[config.mk]
export PLATFORM = sky130hd
export DESIGN_NAME = uart_cmd_parser
export DESIGN_NICKNAME = d
export VERILOG_FILES = /design/src/rtl/uart_cmd_pkg.sv /design/src/rtl/cmd_matcher.sv /design/src/rtl/uart_cmd_parser.sv
export SDC_FILE = /design/constraint.sdc
export NUM_CORES = 1
export LEC_CHECK = 0
export ABC_CLOCK_PERIOD_IN_PS = 2600
export BUFFER_PORTS_ARGS = -buffer_cell sky130_fd_sc_hd__buf_2
export CORE_MARGIN = 2
export CORE_UTILIZATION = 56
export CTS_BUF_LIST = sky130_fd_sc_hd__clkbuf_8
export DETAILED_ROUTE_END_ITERATION = 10
export PLACE_DENSITY = 0.87
export SLEW_MARGIN = 20
export SYNTH_ARGS = -nofsm -noshare
export SYNTH_HDL_FRONTEND = slang
export SYNTH_SLANG_ARGS = --single-unit
[constraint.sdc]
create_clock -name clock -period 2.6 [get_ports clock]
set_clock_uncertainty 0.2 [all_clocks]
set_input_delay 0.26 -clock clock [delete_from_list [all_inputs] [get_ports clock]]
set_output_delay 0.26 -clock clock [all_outputs]
set_load 0.05 [all_outputs]
[src/rtl/uart_cmd_pkg.sv]
// Shared types and byte constants for the UART command parser.
// The index width helper keeps single-entry tables at a 1-bit index.
package uart_cmd_pkg;

   typedef enum logic [1:0] {
      COLLECT,
      POP_WAIT,
      MATCH,
      REPLY
   } state_t;

   localparam logic [7:0] ASCII_CR         = 8'h0D;
   localparam logic [7:0] ASCII_LF         = 8'h0A;
   localparam logic [7:0] REPLY_ACK        = 8'h41;
   localparam logic [7:0] REPLY_NAK        = 8'h4E;
   localparam logic [7:0] REPLY_NAK_ARG    = 8'h3F;
   localparam logic [7:0] REPLY_DIGIT_BASE = 8'h30;

   function automatic int idx_width(input int n);
      return (n > 1) ? $clog2(n) : 1;
   endfunction

endpackage

[src/rtl/cmd_matcher.sv]
// Combinational lookup of an assembled command in the parameter table.
// Entry 0 sits in the table MSBs; the lowest matching entry wins.
module cmd_matcher
   import uart_cmd_pkg::*;
#(
   parameter int                          CMD_LEN   = 4,
   parameter int                          NUM_CMDS  = 4,
   parameter logic [NUM_CMDS*CMD_LEN*8-1:0] CMD_TABLE = "TESTLEDSSPI0UART",
   localparam int                         IDX_W     = idx_width(NUM_CMDS)
) (
   input  logic [CMD_LEN*8-1:0] cmd_buf,
   output logic                 hit,
   output logic [IDX_W-1:0]     index
);

   // Scan from the top entry down so the lowest matching index is the last written.
   always_comb begin
      hit   = 1'b0;
      index = '0;
      for (int i = NUM_CMDS - 1; i >= 0; i--) begin
         if (cmd_buf == CMD_TABLE[(NUM_CMDS-1-i)*CMD_LEN*8 +: CMD_LEN*8]) begin
            hit   = 1'b1;
            index = IDX_W'(i);
         end
      end
   end

endmodule

[src/rtl/uart_cmd_parser.sv]
// Table-driven ASCII command parser sitting between the UART RX and TX FIFOs.
//
// state    | meaning
// COLLECT  | pop the next RX byte when available, store it (CR/LF at index 0 dropped)
// POP_WAIT | one idle cycle so the RX FIFO empty flag catches up after a pop
// MATCH    | compare the assembled command, pulse cmd_valid or cmd_error
// REPLY    | push the 4-byte ACK/NAK reply, stalling while the TX FIFO is full
module uart_cmd_parser
   import uart_cmd_pkg::*;
#(
   parameter int                            CMD_LEN        = 4,
   parameter int                            NUM_CMDS       = 4,
   parameter logic [NUM_CMDS*CMD_LEN*8-1:0] CMD_TABLE      = "TESTLEDSSPI0UART",
   parameter int                            TIMEOUT_CYCLES = 2700000,
   localparam int                           IDX_W          = idx_width(NUM_CMDS)
) (
   input  logic             clock,
   input  logic             reset_n,
   input  logic             rx_fifo_empty,
   input  logic [7:0]       rx_fifo_data_out,
   output logic             rx_fifo_read_en,
   input  logic             tx_fifo_full,
   output logic [7:0]       tx_fifo_data_in,
   output logic             tx_fifo_write_en,
   output logic             cmd_valid,
   output logic [IDX_W-1:0] cmd_index,
   output logic             cmd_error,
   output logic             cmd_timeout,
   output logic             busy
);

   localparam int BUF_W = idx_width(CMD_LEN);
   localparam int TO_W  = $clog2(TIMEOUT_CYCLES + 1);

   localparam logic [BUF_W-1:0] LAST_POS   = BUF_W'(CMD_LEN - 1);
   localparam logic [TO_W-1:0]  TO_RELOAD  = TO_W'(TIMEOUT_CYCLES - 1);

   state_t           state_q, state_d;
   logic [BUF_W-1:0] idx_q;
   logic [7:0]       cmd_bytes [CMD_LEN];
   logic [TO_W-1:0]  to_cnt_q;
   logic [1:0]       reply_cnt_q;
   logic             reply_hit_q;
   logic [IDX_W-1:0] cmd_index_q;

   logic [CMD_LEN*8-1:0] cmd_buf;
   logic                 match_hit;
   logic [IDX_W-1:0]     match_idx;

   logic rx_pop;
   logic store;
   logic to_running;
   logic to_fire;
   logic tx_push;
   logic reply_done;
   logic is_crlf;

   always_comb begin
      cmd_buf = '0;
      for (int i = 0; i < CMD_LEN; i++) begin
         cmd_buf[(CMD_LEN-1-i)*8 +: 8] = cmd_bytes[i];
      end
   end

   cmd_matcher #(
      .CMD_LEN   (CMD_LEN),
      .NUM_CMDS  (NUM_CMDS),
      .CMD_TABLE (CMD_TABLE)
   ) u_matcher (
      .cmd_buf (cmd_buf),
      .hit     (match_hit),
      .index   (match_idx)
   );

   assign is_crlf = (rx_fifo_data_out == ASCII_CR) || (rx_fifo_data_out == ASCII_LF);

   // Strobes are forced low while reset_n is asserted so nothing escapes during reset.
   always_comb begin
      state_d          = state_q;
      rx_pop           = 1'b0;
      store            = 1'b0;
      to_running       = 1'b0;
      to_fire          = 1'b0;
      tx_push          = 1'b0;
      reply_done       = 1'b0;
      cmd_valid        = 1'b0;
      cmd_error        = 1'b0;
      tx_fifo_data_in  = 8'h00;
      if (reset_n) begin
         to_running = ((state_q == COLLECT) || (state_q == POP_WAIT)) &&
                      (idx_q != '0) && rx_fifo_empty;
         to_fire    = to_running && (to_cnt_q == '0);
         case (state_q)
            COLLECT: begin
               if (!rx_fifo_empty) begin
                  rx_pop = 1'b1;
                  if ((idx_q == '0) && is_crlf) begin
                     state_d = POP_WAIT;
                  end else begin
                     store   = 1'b1;
                     state_d = (idx_q == LAST_POS) ? MATCH : POP_WAIT;
                  end
               end
            end
            POP_WAIT: begin
               state_d = COLLECT;
            end
            MATCH: begin
               cmd_valid = match_hit;
               cmd_error = !match_hit;
               state_d   = REPLY;
            end
            REPLY: begin
               case (reply_cnt_q)
                  2'd0:    tx_fifo_data_in = reply_hit_q ? REPLY_ACK : REPLY_NAK;
                  2'd1:    tx_fifo_data_in = reply_hit_q ? (REPLY_DIGIT_BASE + 8'(cmd_index_q))
                                                         : REPLY_NAK_ARG;
                  2'd2:    tx_fifo_data_in = ASCII_CR;
                  default: tx_fifo_data_in = ASCII_LF;
               endcase
               if (!tx_fifo_full) begin
                  tx_push = 1'b1;
                  if (reply_cnt_q == 2'd3) begin
                     reply_done = 1'b1;
                     state_d    = COLLECT;
                  end
               end
            end
            default: state_d = COLLECT;
         endcase
      end
   end

   always_ff @(posedge clock) begin
      if (!reset_n) begin
         state_q     <= COLLECT;
         idx_q       <= '0;
         to_cnt_q    <= '0;
         reply_cnt_q <= '0;
         reply_hit_q <= 1'b0;
         cmd_index_q <= '0;
         for (int i = 0; i < CMD_LEN; i++) begin
            cmd_bytes[i] <= 8'h00;
         end
      end else begin
         state_q <= state_d;

         // Down-counter reloads on every pop and fires at terminal count zero.
         if (rx_pop) begin
            to_cnt_q <= TO_RELOAD;
         end else if (to_running && (to_cnt_q != '0)) begin
            to_cnt_q <= to_cnt_q - 1'b1;
         end

         if (store) begin
            cmd_bytes[idx_q] <= rx_fifo_data_out;
            if (idx_q != LAST_POS) begin
               idx_q <= idx_q + 1'b1;
            end
         end

         if (to_fire || reply_done) begin
            idx_q <= '0;
         end

         if (state_q == MATCH) begin
            reply_hit_q <= match_hit;
            if (match_hit) begin
               cmd_index_q <= match_idx;
            end
         end

         if (tx_push) begin
            reply_cnt_q <= reply_done ? 2'd0 : reply_cnt_q + 2'd1;
         end
      end
   end

   assign rx_fifo_read_en  = rx_pop;
   assign tx_fifo_write_en = tx_push;
   assign cmd_timeout      = to_fire;
   assign cmd_index        = cmd_index_q;
   assign busy             = (idx_q != '0) || (state_q == MATCH) || (state_q == REPLY);

endmodule

==> results.ini <==
[status]
status = finished with violations
violations = negative setup slack

[global_route]
grt_pass1_vias = 2458
overflow = 0
grt_max_degree = 16
antenna_found_initial = 0
grt_pass1_wl_um = 11500
track_usage = 0.2413

[clock_network]
cts_max_level = 3
clockBufferDepth = 2
path_clk_slew_ns = 0.07
cts_tree = built
cts-root-buf = clkbuf_8
insertion_delay_ns = 0.34
holdBufCountCts = 0
cts_buffers = 9
cts_sinks = 63

[drt]
first_pass_iters = 5
via_per_inst = 5.684
post_drt_wl_per_cell_um = 16.23
ant_nets = 0
wirelength_um = 7045
first_iter_violations = 180
via_count = 2467
drc = 0

[placed_design]
placed_area_mm2 = 0.003433
dp_hpwl_um = 4744
port_buffers = 26
place_congestion = 0.8587
dp_cells = 412

[timing]
rsz0062_at_grt = yes
slew_viol_final = 0
setup_viol = 2
finalCritPeriodShare = 1.036
timing.final.crit_period_ns = 2.693
fmax_mhz = 371.3
hold_violations = 0
maxSlewHeadroom = 0.5616
tightest_slew_ns = 0.6568
fin_ws_ns = -0.09320
hold_ws_ns = 0.03631

[final_layout]
seqCellArea_mm2 = 0.001583
final_common_cell = and2_1
syn2layout_area_growth_pct = 19.65
nets = 379
final_core_util = 0.6918
fillers = 377
stdcell_count = 434
multi_input_area_mm2 = 0.001584
drive_gt1_frac = 0.2210
num_antenna_cells = 0
design_area_mm2 = 0.003786
final_cell_mix = and2_1, edfxtp_1, dfxtp_1

[synth]
ys.flop_type = edfxtp_1
synth-seq-cells = 63
yosysUniqueCellTypes = 52
syn_avg_cell_area_um2 = 10.24
synth_edf_count = 32
ys_warn_count = 0
syn_nets = 331
seq_area_frac_synth = 0.4998
syn_inst = 309
synthArstFlopShare = 0
netlist_area_mm2 = 0.003164

[worst_setup_path]
critPathMaxFanout = 3
worst-setup-path-type = register to output pin
reg2regPathDepth = 9
endpoint_kind = output pin
crit_required_ns = 2.14
worst-endpoint-arrival_ns = 2.23
startpoint_type = register

[pwr]
p_per_area_mw_per_mm2 = 587.2
ir_worst_vdd_v = 0.0003449
p_clk_frac = 0.395
p_seq_frac = 0.510
power_switching_mw = 0.5178
switching_share = 0.2329
p_leak_nw = 1.489
comb_power_share = 0.095
p_int_mw = 1.706

[floorplan]
die_h_um = 79.17
die_w_um = 79.17
fp.dieArea_mm2 = 0.006268
coreArea_mm2 = 0.005473
io_pins = 28
num_rows = 27
start_util = 0.5782

[flow_run]
maxCapViolations = 0

[min_path]
hold_path_class = input port to register
worstHoldPathCells = 3

worst max-delay path, cell delays in order (launching register included):
cell and delay [ns]:
edfxtp_1 0.44, nor4bb_1 0.30, buf_4 0.17, nand4_1 0.12
nor4b_2 0.28, o21ai_2 0.08, and2_4 0.18, nor3b_4 0.15
buf_6 0.18
power groups by stage:
stage	registers [mW]	clock network [mW]	logic, mW
2_1_floorplan	1.14	0	0.141
3_3_place_gp	1.15	0	0.192
3_5_place_dp	1.15	0	0.199
4_1_cts	1.13	0.890	0.206
5_1_grt	1.14	0.935	0.231
6_report	1.13	0.877	0.211
stage by stage:
step,worst slack (ns),total power [mW],setup TNS (ns)
CTS,-0.08261,2.227,-0.1614
finish,-0.09320,2.223,-0.1582
floorplan,-0.01137,1.280,-0.01137
detailed placement,0.1035,1.349,0
global placement,0.1523,1.338,0
global route,-0.1935,2.306,-0.3648
registers in the layout, indices dropped and copies added (netlist names):
| name | cells |
|---|---|
| cmd_bytes | 32 |
| cmd_index | 2 |
| idx_q | 2 |
| reply_cnt_q | 2 |
| reply_hit_q | 1 |
| state_q | 2 |
| to_cnt_q | 22 |
cell type report:
| cell class | count | share of cell area |
|---|---|---|
| repair buffers | 44 | 0.07502 |
| clock buffers | 9 | 0.03272 |
| clock inverters | 7 | 0.02115 |
| flip-flops and latches | 63 | 0.4180 |
| inverters | 11 | 0.01091 |
| well taps | 72 | 0.02379 |
| multi-input cells | 228 | 0.4184 |
cell usage after synthesis (3+ instances only):
library cell / instances / area share
xnor2_1: 5 / 0.014
ha_1: 10 / 0.040
nand2b_1: 7 / 0.014
nand3_1: 5 / 0.0079
nor3b_1: 4 / 0.0095
and2_1: 34 / 0.067
buf_4: 3 / 0.0071
nor2b_1: 3 / 0.0059
inv_1: 11 / 0.013
nor2_1: 29 / 0.034
a21boi_0: 5 / 0.012
nor4_1: 5 / 0.0099
nor3_1: 20 / 0.032
nand2_1: 19 / 0.023
nand3b_1: 5 / 0.012
dfxtp_1: 31 / 0.20
nand4_1: 5 / 0.0099
o21ai_0: 7 / 0.011
edfxtp_1: 32 / 0.30
a21oi_1: 13 / 0.021
xor2_1: 13 / 0.036
nor4b_1: 4 / 0.011
routing by layer:
| layer | vias to the layer above | part of all wire | GRT usage | routed length [um] |
|---|---|---|---|---|
| li1 | 1201 | - | - | - |
| met2 | 78 | 0.53 | 0.4288 | 3709 |
| met3 | 24 | 0.048 | 0.04886 | 339 |
| met5 | - | 0 | 0 | 0 |
| met4 | 0 | 0.032 | 0.1310 | 227 |
| met1 | 1164 | 0.39 | 0.2698 | 2769 |
worst paths after layout:
path | endpoint | from | slack [ns]
worst min register to register | to_cnt_q[11] | to_cnt_q[11] | 0.30
worst max register to register | to_cnt_q[7] | idx_q[1] | 0.17
worst min-delay path | state_q[0] | rx_fifo_empty | 0.04
worst max-delay path | cmd_error | cmd_bytes[2][7] | -0.09
logic make-up after synthesis:
logic type,share of synthesized area
DFF,0.4998
adders and majority gates,0.03954
muxes,0.006327
buffers and inverters,0.02926
and+or+nand+nor,0.2934
AOI/OAI and AO/OA,0.08067
other,0.001185
xor gates and xnor gates,0.04982
repair_timing:
item,in CTS,in global routing
buffers inserted,4,2
endpoints found under the setup margin,3,4
cloned,0,0
resized for setup,16,9
pin swaps,6,5
(Power assumes the default switching activity.)
